$ cat src/rtl/comparador_serial_if.sv
// Handshake and operand/result bundle for the bit-serial magnitude comparator.
interface comparador_serial_if #(
    parameter int unsigned N = 3
);
    logic         start;
    logic         modo;
    logic [N-1:0] A;
    logic [N-1:0] B;
    logic         busy;
    logic         done;
    logic         mayor;
    logic         igual;
    logic         menor;

    modport master (
        output start, modo, A, B,
        input  busy, done, mayor, igual, menor
    );

    modport slave (
        input  start, modo, A, B,
        output busy, done, mayor, igual, menor
    );
endinterface

$ cat src/rtl/comparador_serial.sv
// Bit-serial N-bit unsigned magnitude comparator, one bit per clock.
// LSB-first scans all bits; MSB-first stops at the first differing bit.
module comparador_serial #(
    parameter int unsigned N = 3
) (
    input logic               clk,
    input logic               rst_n,
    comparador_serial_if.slave bus
);
    localparam int unsigned     IdxW    = $clog2(N);
    localparam logic [IdxW-1:0] IdxLast = IdxW'(N - 1);

    typedef enum logic [1:0] {StIdle, StRun, StFin} state_e;
    typedef enum logic [1:0] {FlagEq, FlagGt, FlagLt} flag_e;

    state_e          state_q, state_d;
    flag_e           flag_q, flag_d;
    logic [N-1:0]    a_q, a_d, b_q, b_d;
    logic            modo_q, modo_d;
    logic [IdxW-1:0] idx_q, idx_d;
    logic [2:0]      res_q, res_d;  // {mayor, igual, menor}
    logic            bit_a, bit_b;

    always_ff @(posedge clk) begin
        if (!rst_n) begin
            state_q <= StIdle;
            flag_q  <= FlagEq;
            a_q     <= '0;
            b_q     <= '0;
            modo_q  <= 1'b0;
            idx_q   <= '0;
            res_q   <= '0;
        end else begin
            state_q <= state_d;
            flag_q  <= flag_d;
            a_q     <= a_d;
            b_q     <= b_d;
            modo_q  <= modo_d;
            idx_q   <= idx_d;
            res_q   <= res_d;
        end
    end

    always_comb begin
        state_d = state_q;
        flag_d  = flag_q;
        a_d     = a_q;
        b_d     = b_q;
        modo_d  = modo_q;
        idx_d   = idx_q;
        res_d   = res_q;
        bit_a   = a_q[idx_q];
        bit_b   = b_q[idx_q];

        unique case (state_q)
            StIdle: begin
                if (bus.start) begin
                    a_d     = bus.A;
                    b_d     = bus.B;
                    modo_d  = bus.modo;
                    flag_d  = FlagEq;
                    idx_d   = bus.modo ? IdxLast : '0;
                    state_d = StRun;
                end
            end
            StRun: begin
                if (bit_a != bit_b) begin
                    flag_d = bit_a ? FlagGt : FlagLt;
                end
                if (!modo_q) begin
                    // Later (more significant) differences overwrite earlier ones.
                    if (idx_q == IdxLast) state_d = StFin;
                    else                  idx_d   = idx_q + IdxW'(1);
                end else begin
                    if ((bit_a != bit_b) || (idx_q == '0)) state_d = StFin;
                    else                                  idx_d   = idx_q - IdxW'(1);
                end
                if (state_d == StFin) begin
                    res_d = {flag_d == FlagGt, flag_d == FlagEq, flag_d == FlagLt};
                end
            end
            StFin: state_d = StIdle;
            default: state_d = StIdle;
        endcase
    end

    assign bus.busy  = (state_q != StIdle);
    assign bus.done  = (state_q == StFin);
    assign bus.mayor = res_q[2];
    assign bus.igual = res_q[1];
    assign bus.menor = res_q[0];
endmodule

$ cat src/flat_wrapper.sv
// flat-port wrapper written by rule: the top's interface ports become plain ports
module comparador_serial_flat 
#(
    parameter int unsigned N = 3
)
  (clk, rst_n, bus_start, bus_modo, bus_A, bus_B, bus_busy, bus_done, bus_mayor, bus_igual, bus_menor);
  comparador_serial_if #(.N(N)) bus_i ();
  input logic clk;
  input logic rst_n;
  input wire logic [$bits(bus_i.start)-1:0] bus_start;
  input wire logic [$bits(bus_i.modo)-1:0] bus_modo;
  input wire logic [$bits(bus_i.A)-1:0] bus_A;
  input wire logic [$bits(bus_i.B)-1:0] bus_B;
  output wire logic [$bits(bus_i.busy)-1:0] bus_busy;
  output wire logic [$bits(bus_i.done)-1:0] bus_done;
  output wire logic [$bits(bus_i.mayor)-1:0] bus_mayor;
  output wire logic [$bits(bus_i.igual)-1:0] bus_igual;
  output wire logic [$bits(bus_i.menor)-1:0] bus_menor;
  assign bus_i.start = bus_start;
  assign bus_i.modo = bus_modo;
  assign bus_i.A = bus_A;
  assign bus_i.B = bus_B;
  assign bus_busy = bus_i.busy;
  assign bus_done = bus_i.done;
  assign bus_mayor = bus_i.mayor;
  assign bus_igual = bus_i.igual;
  assign bus_menor = bus_i.menor;
  comparador_serial #(.N(N)) u_core (.clk(clk), .rst_n(rst_n), .bus(bus_i));
endmodule
$ cat config.mk
export PLATFORM = sky130hd
export DESIGN_NAME = comparador_serial_flat
export DESIGN_NICKNAME = d
export VERILOG_FILES = /design/src/rtl/comparador_serial_if.sv /design/src/rtl/comparador_serial.sv /design/src/flat_wrapper.sv
export SDC_FILE = /design/constraint.sdc
export NUM_CORES = 1
export LEC_CHECK = 0
export BUFFER_PORTS_ARGS = -buffer_cell sky130_fd_sc_hd__buf_2
export CAP_MARGIN = 40
export CORE_MARGIN = 4
export CORE_UTILIZATION = 52
export CTS_BUF_LIST = sky130_fd_sc_hd__clkbuf_8
export DETAILED_ROUTE_END_ITERATION = 16
export GPL_TIMING_DRIVEN = 0
export PLACE_DENSITY_LB_ADDON = 0.15
export SLEW_MARGIN = 20
export SYNTH_ARGS = -nofsm -noshare
export SYNTH_HDL_FRONTEND = slang
export SYNTH_SLANG_ARGS = --single-unit
$ cat constraint.sdc
create_clock -name clk -period 1.5 [get_ports clk]
set_input_delay 0.45 -clock clk [delete_from_list [all_inputs] [get_ports clk]]
set_output_delay 0.45 -clock clk [all_outputs]
set_load 0.05 [all_outputs]
### After elaboration in Yosys (flattened, before gate mapping)

Index checks and enable logic that the tools add are counted.

* output and inout bits: 5
* logic and storage cells: 51
* register bits: 16

* mux-type cells: 21
* reductions and logical operators: 10
* eq/ne operators: 10
* order comparisons: 1
* add/subtract/negate cells: 2

Operator list (number)
* $mux 2: 14
* $pmux 2 s2: 3
* $eq 2x2->1 const B: 4
* $logic_not 2->1: 3
* $reduce_and 2->1: 3
* $bmux 1 s2: 2
* $eq 2x1->1 const B: 2
* $reduce_and 4->1: 1
* $reduce_bool 2->1: 2
* $lt 2x3->1 const B: 1
* $ne 3x2->1 const B: 1
* $ne 3x3->1 const B: 1
* $add 2x1->2 const B: 1
* $mux 1: 2
* $ne 2x2->1 const B: 1
* $sub 2x1->2 const B: 1
* $logic_or 1x1->1: 1
* $ne 1x1->1: 1

### Depth between registers and ports, before layout

Gate-level depths: netlist (run 1).

* word-level depth: 9
* gate-level depth with buffers: 5

### Least setup slack after synthesis (run 1)

Ideal clock, no wire load.

* path type: register to output
* start: reg u_core.state_q[1]
* end: out bus_done
* data arrival time: 1076 ps
* data required time: 1050 ps
* path buffers: 0
* stages on the path, launching flop included: 2
* setup slack: -26 ps
* cell sequence: dfxtp_1 -> nor2b_1

* word-level cells in the longest chain between the ends: 1

RTL lines
* start: declaration: RTL line comparador_serial.sv:16 `state_e state_q, state_d;`
* start signal: assignment: RTL line comparador_serial.sv:26 `state_q <= StIdle;`
* start signal: assignment: RTL line comparador_serial.sv:34 `state_q <= state_d;`
* $eq 2x2->1: RTL line comparador_serial.sv:88 `assign bus.done = (state_q == StFin);`
* end: declaration: RTL line flat_wrapper.sv:15 `output wire logic [$bits(bus_i.done)-1:0] bus_done;`

No other way between the ends.

### Worst setup path in the final report (run 1)

* start: reg u_core.state_q[0]
* end: out bus_busy

* word-level cells in the longest chain between the ends: 1

RTL lines
* $reduce_bool 2->1: RTL line comparador_serial.sv:87 `assign bus.busy = (state_q != StIdle);`
* end: declaration: RTL line flat_wrapper.sv:14 `output wire logic [$bits(bus_i.busy)-1:0] bus_busy;`

No other way between the ends.

==> reports/metrics.csv, run 1 <==
stage,metric,value,unit
setup_path,critical_path_arrival,1030,ps
global_route,grtUsageTotal,17.6,%
sta,slew_viol_final,0,
synthesis,synth.most_common_cell,dfxtp_1,
cells_and_area,antennaDiodeCount,0,
power_and_ir_drop,max-vdd-ir-drop,0.000900,V
global_route,grt_start_max_net_pins,11,
setup_path,max_stage_delay,350,ps
min_path,min_to,u_core.b_q[1]$_SDFFE_PN0P_,
synthesis,synthFlopType,dfxtp_1,
power_and_ir_drop,report.power.total,1300,uW
floorplanning,die_w,50.4,um
global_route,grt_pass1_wl,3350,um
sta,worst_pin_slew,373,ps
synthesis,avgSynthCellArea,8.97,um^2
clocking,path_clk_slew,60,ps
route,avgViaCountPerCell,5.35,
global_route,grt_antenna_before_repair,0,
sta,final_hold_viol_count,0,
setup_path,crit_buf_inv,1,
route,via_count,781,
synthesis,syn_area,933,um^2
route,drt_iter0_markers,14,
synthesis,synth_top_area_share,34.3,%
clocking,numClockSinks,16,
setup_path,start_kind,flop,
clocking,postCtsSetupBuffers,0,
place,dp_hpwl,1450,um
floorplanning,dieArea,0.00254,mm^2
setup_path,cp-end-kind,output pin,
min_path,holdPathStages,3,
floorplanning,rows,15,
route,drc,0,
cells_and_area,layout-drive-gt1-share,36.4,%
setup_path,cp_slowest_cell,dfxtp_2,
setup_path,required,1050,ps
synthesis,yosysTopAreaCell,dfxtp_1,
floorplanning,initial_core_util,54.7,%
synthesis,synth_common_cells,"dfxtp_1, mux2i_1, nand2_1",
clocking,htree_num_levels,1,
setup_path,cp_top_family,flip-flops,
sta,clock_skew,3.11,ps
clocking,clk_latency,250,ps
place,dp_cells,142,
cells_and_area,final_net_count,132,
cells_and_area,area_delta_synth_final,26.7,%
global_route,overflow,0,
sta,finalCritPeriodShare,98.5,%
route,routed_wl,2080,um
power_and_ir_drop,powerDensity,1100,mW/mm^2
cells_and_area,final_cells,146,
clocking,root_buffer,clkbuf_8,
flow_run,drv_cap,0,
clocking,cts.path.max_buffers,2,
synthesis,synth_edf_count,0,
sta,fmax,677,MHz
synthesis,yosysWarningCount,0,
sta,rsz0062_at_grt,true,
route,dr.pass1.iters,4,
setup_path,r2r_setup_slack,30,ps
synthesis,async_flop_share,0,%
floorplanning,core,0.00171,mm^2
synthesis,synth_area_leaders,"dfxtp_1, mux2i_1, nor2b_1, nand2_1, o211ai_1",
clocking,numCtsBuffers,3,
min_path,holdCritPathClass,in -> reg,
setup_path,cp_cell_sequence,or2_4 -> buf_8,
outcome,run_status,finished clean,
route,postRouteAntennaNets,0,
sta,layout_setup_ws,22.5,ps
sta,setup_viol,0,
clocking,cts_tree,yes,
sta,relSlewSlack,75.2,%
synthesis,syn_inst,104,
setup_path,reg2reg_to,u_core.res_q[0]$_SDFFE_PN0P_,
setup_path,crit_type,reg -> out,
global_route,first_global_vias,741,
synthesis,ys_seq_elements,16,
place,gp_congestion,0.872,
min_path,hp-start,bus_B[1],
route,wl_per_cell,14.2,um
synthesis,synth.distinct_cells,38,
place,place_ws,-86.0,ps
synthesis,syn_nets,114,
sta,hold_slack,433,ps
sta,period_minus_slack,1480,ps
setup_path,path_max_fanout,6,
setup_path,crit-reg2reg-launch,u_core.idx_q[0]$_SDFFE_PN0P_,
floorplanning,fp.dieH,50.4,um
place,port_buffers,13,
setup_path,reg2regPathDepth,4,
power_and_ir_drop,total_leakage_power,0.000438,uW
synthesis,yosysSeqAreaShare,34.3,%
floorplanning,io_pins,15,
==> through the flow <==
step / utilization, % / TNS [ps] / cell area [um^2]
detailed placement: 60.4 / -103 / 1030
global placement: 60.4 / -68.8 / 1030
floorplan: - / 0 / 936
CTS: 65.2 / 0 / 1110
global route: 69.2 / -47.7 / 1180
finish: 69.2 / 0 / 1180
==> registers in the layout (all words and copies together), names as in the netlist <==
| name | count |
|---|---|
| u_core.a_q | 3 |
| u_core.modo_q | 1 |
| u_core.flag_q | 2 |
| u_core.state_q | 2 |
| u_core.res_q | 3 |
| u_core.idx_q | 2 |
| u_core.b_q | 3 |
==> repair_timing <==
action                                  4_1_cts  5_1_grt
pin swaps                                     0        5
endpoints found under the setup margin        5       10
hold buffers                                  0        0
gates resized for setup                       8       17
==> layer usage <==
| metal | track usage, % | wire length (um) | vias to the layer above | part of all wire, % |
|---|---|---|---|---|
| met5 | 0 | 0 | - | 0 |
| met4 | 7.62 | 17 | 0 | 0.82 |
| met3 | 6.23 | 105 | 2 | 5.1 |
| met2 | 27.0 | 1040 | 19 | 50 |
| met1 | 22.1 | 917 | 355 | 44 |
| li1 | - | - | 405 | - |
==> cells by family (layout without fill, tap and decap cells) <==
family | Yosys count | count (layout) | share of synthesized area [%]
AO/OA/AOI/OAI | 24 | 24 | 20.4
XOR/XNOR | 3 | 3 | 2.82
adder cells (fa/ha/maj) | 2 | 2 | 2.41
buffers and inverters | 10 | 27 | 4.69
flip-flops | 16 | 16 | 34.3
multiplexers | 10 | 10 | 11.3
AND/OR/NAND/NOR | 39 | 39 | 24.1
==> final cells by class <==
class	instances	area (um^2)
Timing Repair Buffer	13	77.6
Tap cell	25	31.3
Buffer	5	31.3
Multi-Input combinational cell	78	639
Inverter	5	18.8
Clock buffer	4	55.1
Fill cell	135	526
Sequential cell	16	329
==> worst max path at each step <==
stage | start | endpoint | cells past startpoint
5_1_grt | u_core.b_q[1]$_SDFFE_PN0P_ | u_core.state_q[1]$_SDFFE_PN0P_ | 4
3_5_place_dp | u_core.idx_q[0]$_SDFFE_PN0P_ | u_core.res_q[0]$_SDFFE_PN0P_ | 5
6_report | u_core.state_q[0]$_SDFFE_PN0P_ | bus_busy | 2
4_1_cts | u_core.state_q[0]$_SDFFE_PN0P_ | u_core.res_q[1]$_SDFFE_PN0P_ | 4
2_1_floorplan | u_core.idx_q[0]$_SDFFE_PN0P_ | u_core.res_q[0]$_SDFFE_PN0P_ | 4
3_3_place_gp | u_core.idx_q[0]$_SDFFE_PN0P_ | u_core.res_q[0]$_SDFFE_PN0P_ | 5
==> report_power, final <==
group	switching [uW]	total, uW	internal (uW)
Combinational	234	412	178
Sequential	43.3	509	466
Clock	144	377	233
Total	421	1300	877
==> tightest hold or removal path: stages <==
cell and delay, ps:
buf_2 70, mux2i_1 50, nor2_1 70
==> layout by cell type, fill, tap and decap left out, types with 3 or more instances in the layout <==
cell type / n
nor2b_1: 5
o211ai_1: 4
clkbuf_8: 4
mux2i_1: 8
xnor2_1: 3
o31ai_1: 3
nand2_1: 9
nand3_1: 3
buf_2: 12
dfxtp_1: 13
and2_1: 3
inv_1: 5
No activity file was read; power rests on OpenSTA's default activity.
==> inputs of run 2 (changes only) <==
ABC_AREA = 1   (was default)
CORE_UTILIZATION = 47   (was 52)
CTS_BUF_LIST = default   (was sky130_fd_sc_hd__clkbuf_8)
==> run 2 against run 1 <==
  * Combinational power is 4% higher
  * Clock power is 21% lower
  * Largest cell class unchanged
  * Via count is 0.90% lower
  * Critical path type unchanged
  * Highest routed layer unchanged
  * Critical path depth is 1 higher
  * Critical endpoint is now bus_done
  * Setup slack gained 38 ps
  * Clock skew increased by 4.3 ps
==> reports/metrics.csv, run 2 <==
stage,metric,value,unit
outcome,run_status,finished clean,
synthesis,synthFlopType,dfxtp_1,
synthesis,synth.most_common_cell,nand2_1,
clocking,htree_num_levels,1,
route,routed_wl,1690,um
synthesis,synth_xor_area_share,1.11,%
floorplanning,rows,14,
synthesis,avgSynthCellArea,6.74,um^2
clocking,cts.path.max_buffers,2,
cells_and_area,n_fill_cell,149,
sta,worst_pin_slew,307,ps
sta,layout_setup_ws,60.4,ps
setup_path,max_stage_delay,350,ps
global_route,overflow,0,
cells_and_area,largest_registers,"u_core.a_q x3, u_core.b_q x3, u_core.res_q x3",
sta,final_hold_viol_count,0,
synthesis,synth.distinct_cells,16,
synthesis,synth_common_cells,"nand2_1, nor2_1, dfxtp_1",
clocking,numCtsBuffers,3,
setup_path,cp_top_family,flip-flops,
clocking,numClockSinks,16,
sta,finalCritPeriodShare,96.0,%
flow_run,drv_cap,0,
place,place_ws,-250,ps
sta,hold_slack,395,ps
sta,period_minus_slack,1440,ps
cells_and_area,layout.area.seq,328,um^2
cells_and_area,fin_util,63.1,%
sta,clock_skew,7.42,ps
clocking,clk_latency,300,ps
place,dp_hpwl,1190,um
global_route,grtUsageTotal,14.3,%
synthesis,synth_edf_count,0,
cells_and_area,final_net_count,148,
global_route,grt_antenna_before_repair,0,
global_route,first_global_vias,655,
synthesis,async_flop_share,0,%
synthesis,yosys.area_share.simple,39.2,%
floorplanning,io_pins,15,
setup_path,required,1050,ps
route,drt_iter0_markers,6,
power_and_ir_drop,max-vdd-ir-drop,0.000844,V
synthesis,synth_top_family_by_area,simple AND/OR/NAND/NOR gates,
clocking,root_buffer,clkbuf_4,
clocking,path_clk_slew,100,ps
synthesis,synth_compound_area_share,10.8,%
route,postRouteAntennaNets,0,
floorplanning,dieArea,0.00240,mm^2
synthesis,yosysTopAreaCell,dfxtp_1,
sta,setup_viol,0,
floorplanning,core,0.00154,mm^2
synthesis,yosysSeqAreaShare,40.6,%
sta,slew_viol_final,0,
sta,relSlewSlack,79.5,%
floorplanning,die_w,49.0,um
min_path,holdCritPathClass,in -> reg,
setup_path,cp_slowest_cell,dfxtp_1,
power_and_ir_drop,total_leakage_power,0.000468,uW
synthesis,synth_adder_area_share,0,%
sta,fin_tns_setup,0,ps
route,dr.pass1.iters,4,
synthesis,synth.area.mux_share,0,%
sta,rsz0062_at_grt,true,
synthesis,syn_area,788,um^2
power_and_ir_drop,powerDensity,1270,mW/mm^2
synthesis,synth_area_leaders,"dfxtp_1, nand2_1, nor2_1, inv_1, a21oi_1",
cells_and_area,antennaDiodeCount,0,
sta,fmax,695,MHz
route,drc,0,
synthesis,syn_inst,117,
clocking,cts_tree,yes,
global_route,grt_pass1_wl,2710,um
route,via_count,774,
cells_and_area,final_common_cell,nand2_1,
route,avgViaCountPerCell,5.06,
synthesis,syn_nets,127,
synthesis,synth_top_area_share,40.6,%
floorplanning,initial_core_util,51.1,%
global_route,grt_start_max_net_pins,11,
place,port_buffers,13,
setup_path,cp-end-kind,output pin,
setup_path,crit_buf_inv,2,
place,gp_congestion,0.872,
setup_path,start_kind,flop,
setup_path,crit_type,reg -> out,
synthesis,ys_seq_elements,16,
synthesis,yosysWarningCount,0,
setup_path,cp_cell_sequence,inv_1 -> nor2_1 -> buf_4,
cells_and_area,layout_common_cells,"nand2_1, nor2_1, inv_1, dfxtp_1, buf_2",
cells_and_area,layout-drive-gt1-share,28.5,%
floorplanning,fp.dieH,49.0,um
setup_path,critical_path_arrival,990,ps
cells_and_area,area_delta_synth_final,23.5,%
route,wl_per_cell,11.0,um
setup_path,path_max_fanout,2,
cells_and_area,multi_input_area,428,um^2
run 2: metrics by stage:
| step | cells | instance area (um^2) | power (uW) |
|---|---|---|---|
| floorplan | 117 | 788 | 817 |
| global placement | 146 | 873 | 882 |
| detailed placement | 146 | 873 | 893 |
| CTS | 150 | 915 | 1190 |
| global route | 153 | 973 | 1320 |
| finish | 153 | 973 | 1240 |
run 2: cells by family after synthesis:
group / after synthesis
and+or+nand+nor: 66
buffers and inverters: 17
DFF: 16
xor gates and xnor gates: 1
AOI/OAI and AO/OA: 17
run 2: worst paths after layout:
path | from | end | slack, ps | cells after the start
setup / recovery | u_core.state_q[1]$_SDFFE_PN0P_ | bus_done | 60 | 3
hold / removal | bus_A[2] | u_core.a_q[2]$_SDFFE_PN0P_ | 400 | 3
setup reg to reg | u_core.idx_q[1]$_SDFFE_PN0P_ | u_core.idx_q[1]$_SDFFE_PN0P_ | 80 | 10
hold reg to reg | u_core.res_q[2]$_SDFFE_PN0P_ | u_core.res_q[2]$_SDFFE_PN0P_ | 470 | 2
run 2: area by class of cell:
cell class                 count  area share, %
sequential                    16           33.7
inverter                      16           6.56
multi-input combinational     84           44.0
buffer                         1          0.514
tap                           16           2.06
clock buffer                   4           3.73
timing repair buffer          16           9.51
run 2: timing repair:
action / in CTS / in global routing
setup endpoints to repair: 2 / 8
resized for setup: 2 / 15
hold buffers: 0 / 0
setup buffers: 0 / 3
gates cloned: 0 / 0
run 2: worst register-to-register path, cell delays in order, from the launching register on:
cell     delay, ps
dfxtp_4        380
nor2_2         160
nand2_1         80
nand3_1        110
inv_1           70
nand2_2        110
nand3_4        100
nand3_4        120
nand3_1         80
nand2_1         80
nor2_2          40
run 2: where the power goes:
part | switching [uW] | internal [uW]
Sequential | 37.4 | 475
Clock | 147 | 148
Combinational | 279 | 149
Total | 463 | 772
run 2: routing by layer:
metal  vias to the layer above  wire, um  global-route usage (%)
met5                         -         0                       0
met4                         0        48                    8.07
met3                         7        86                    3.98
met2                        16       755                    22.2
met1                       346       796                    17.6
li1                        405         -                       -
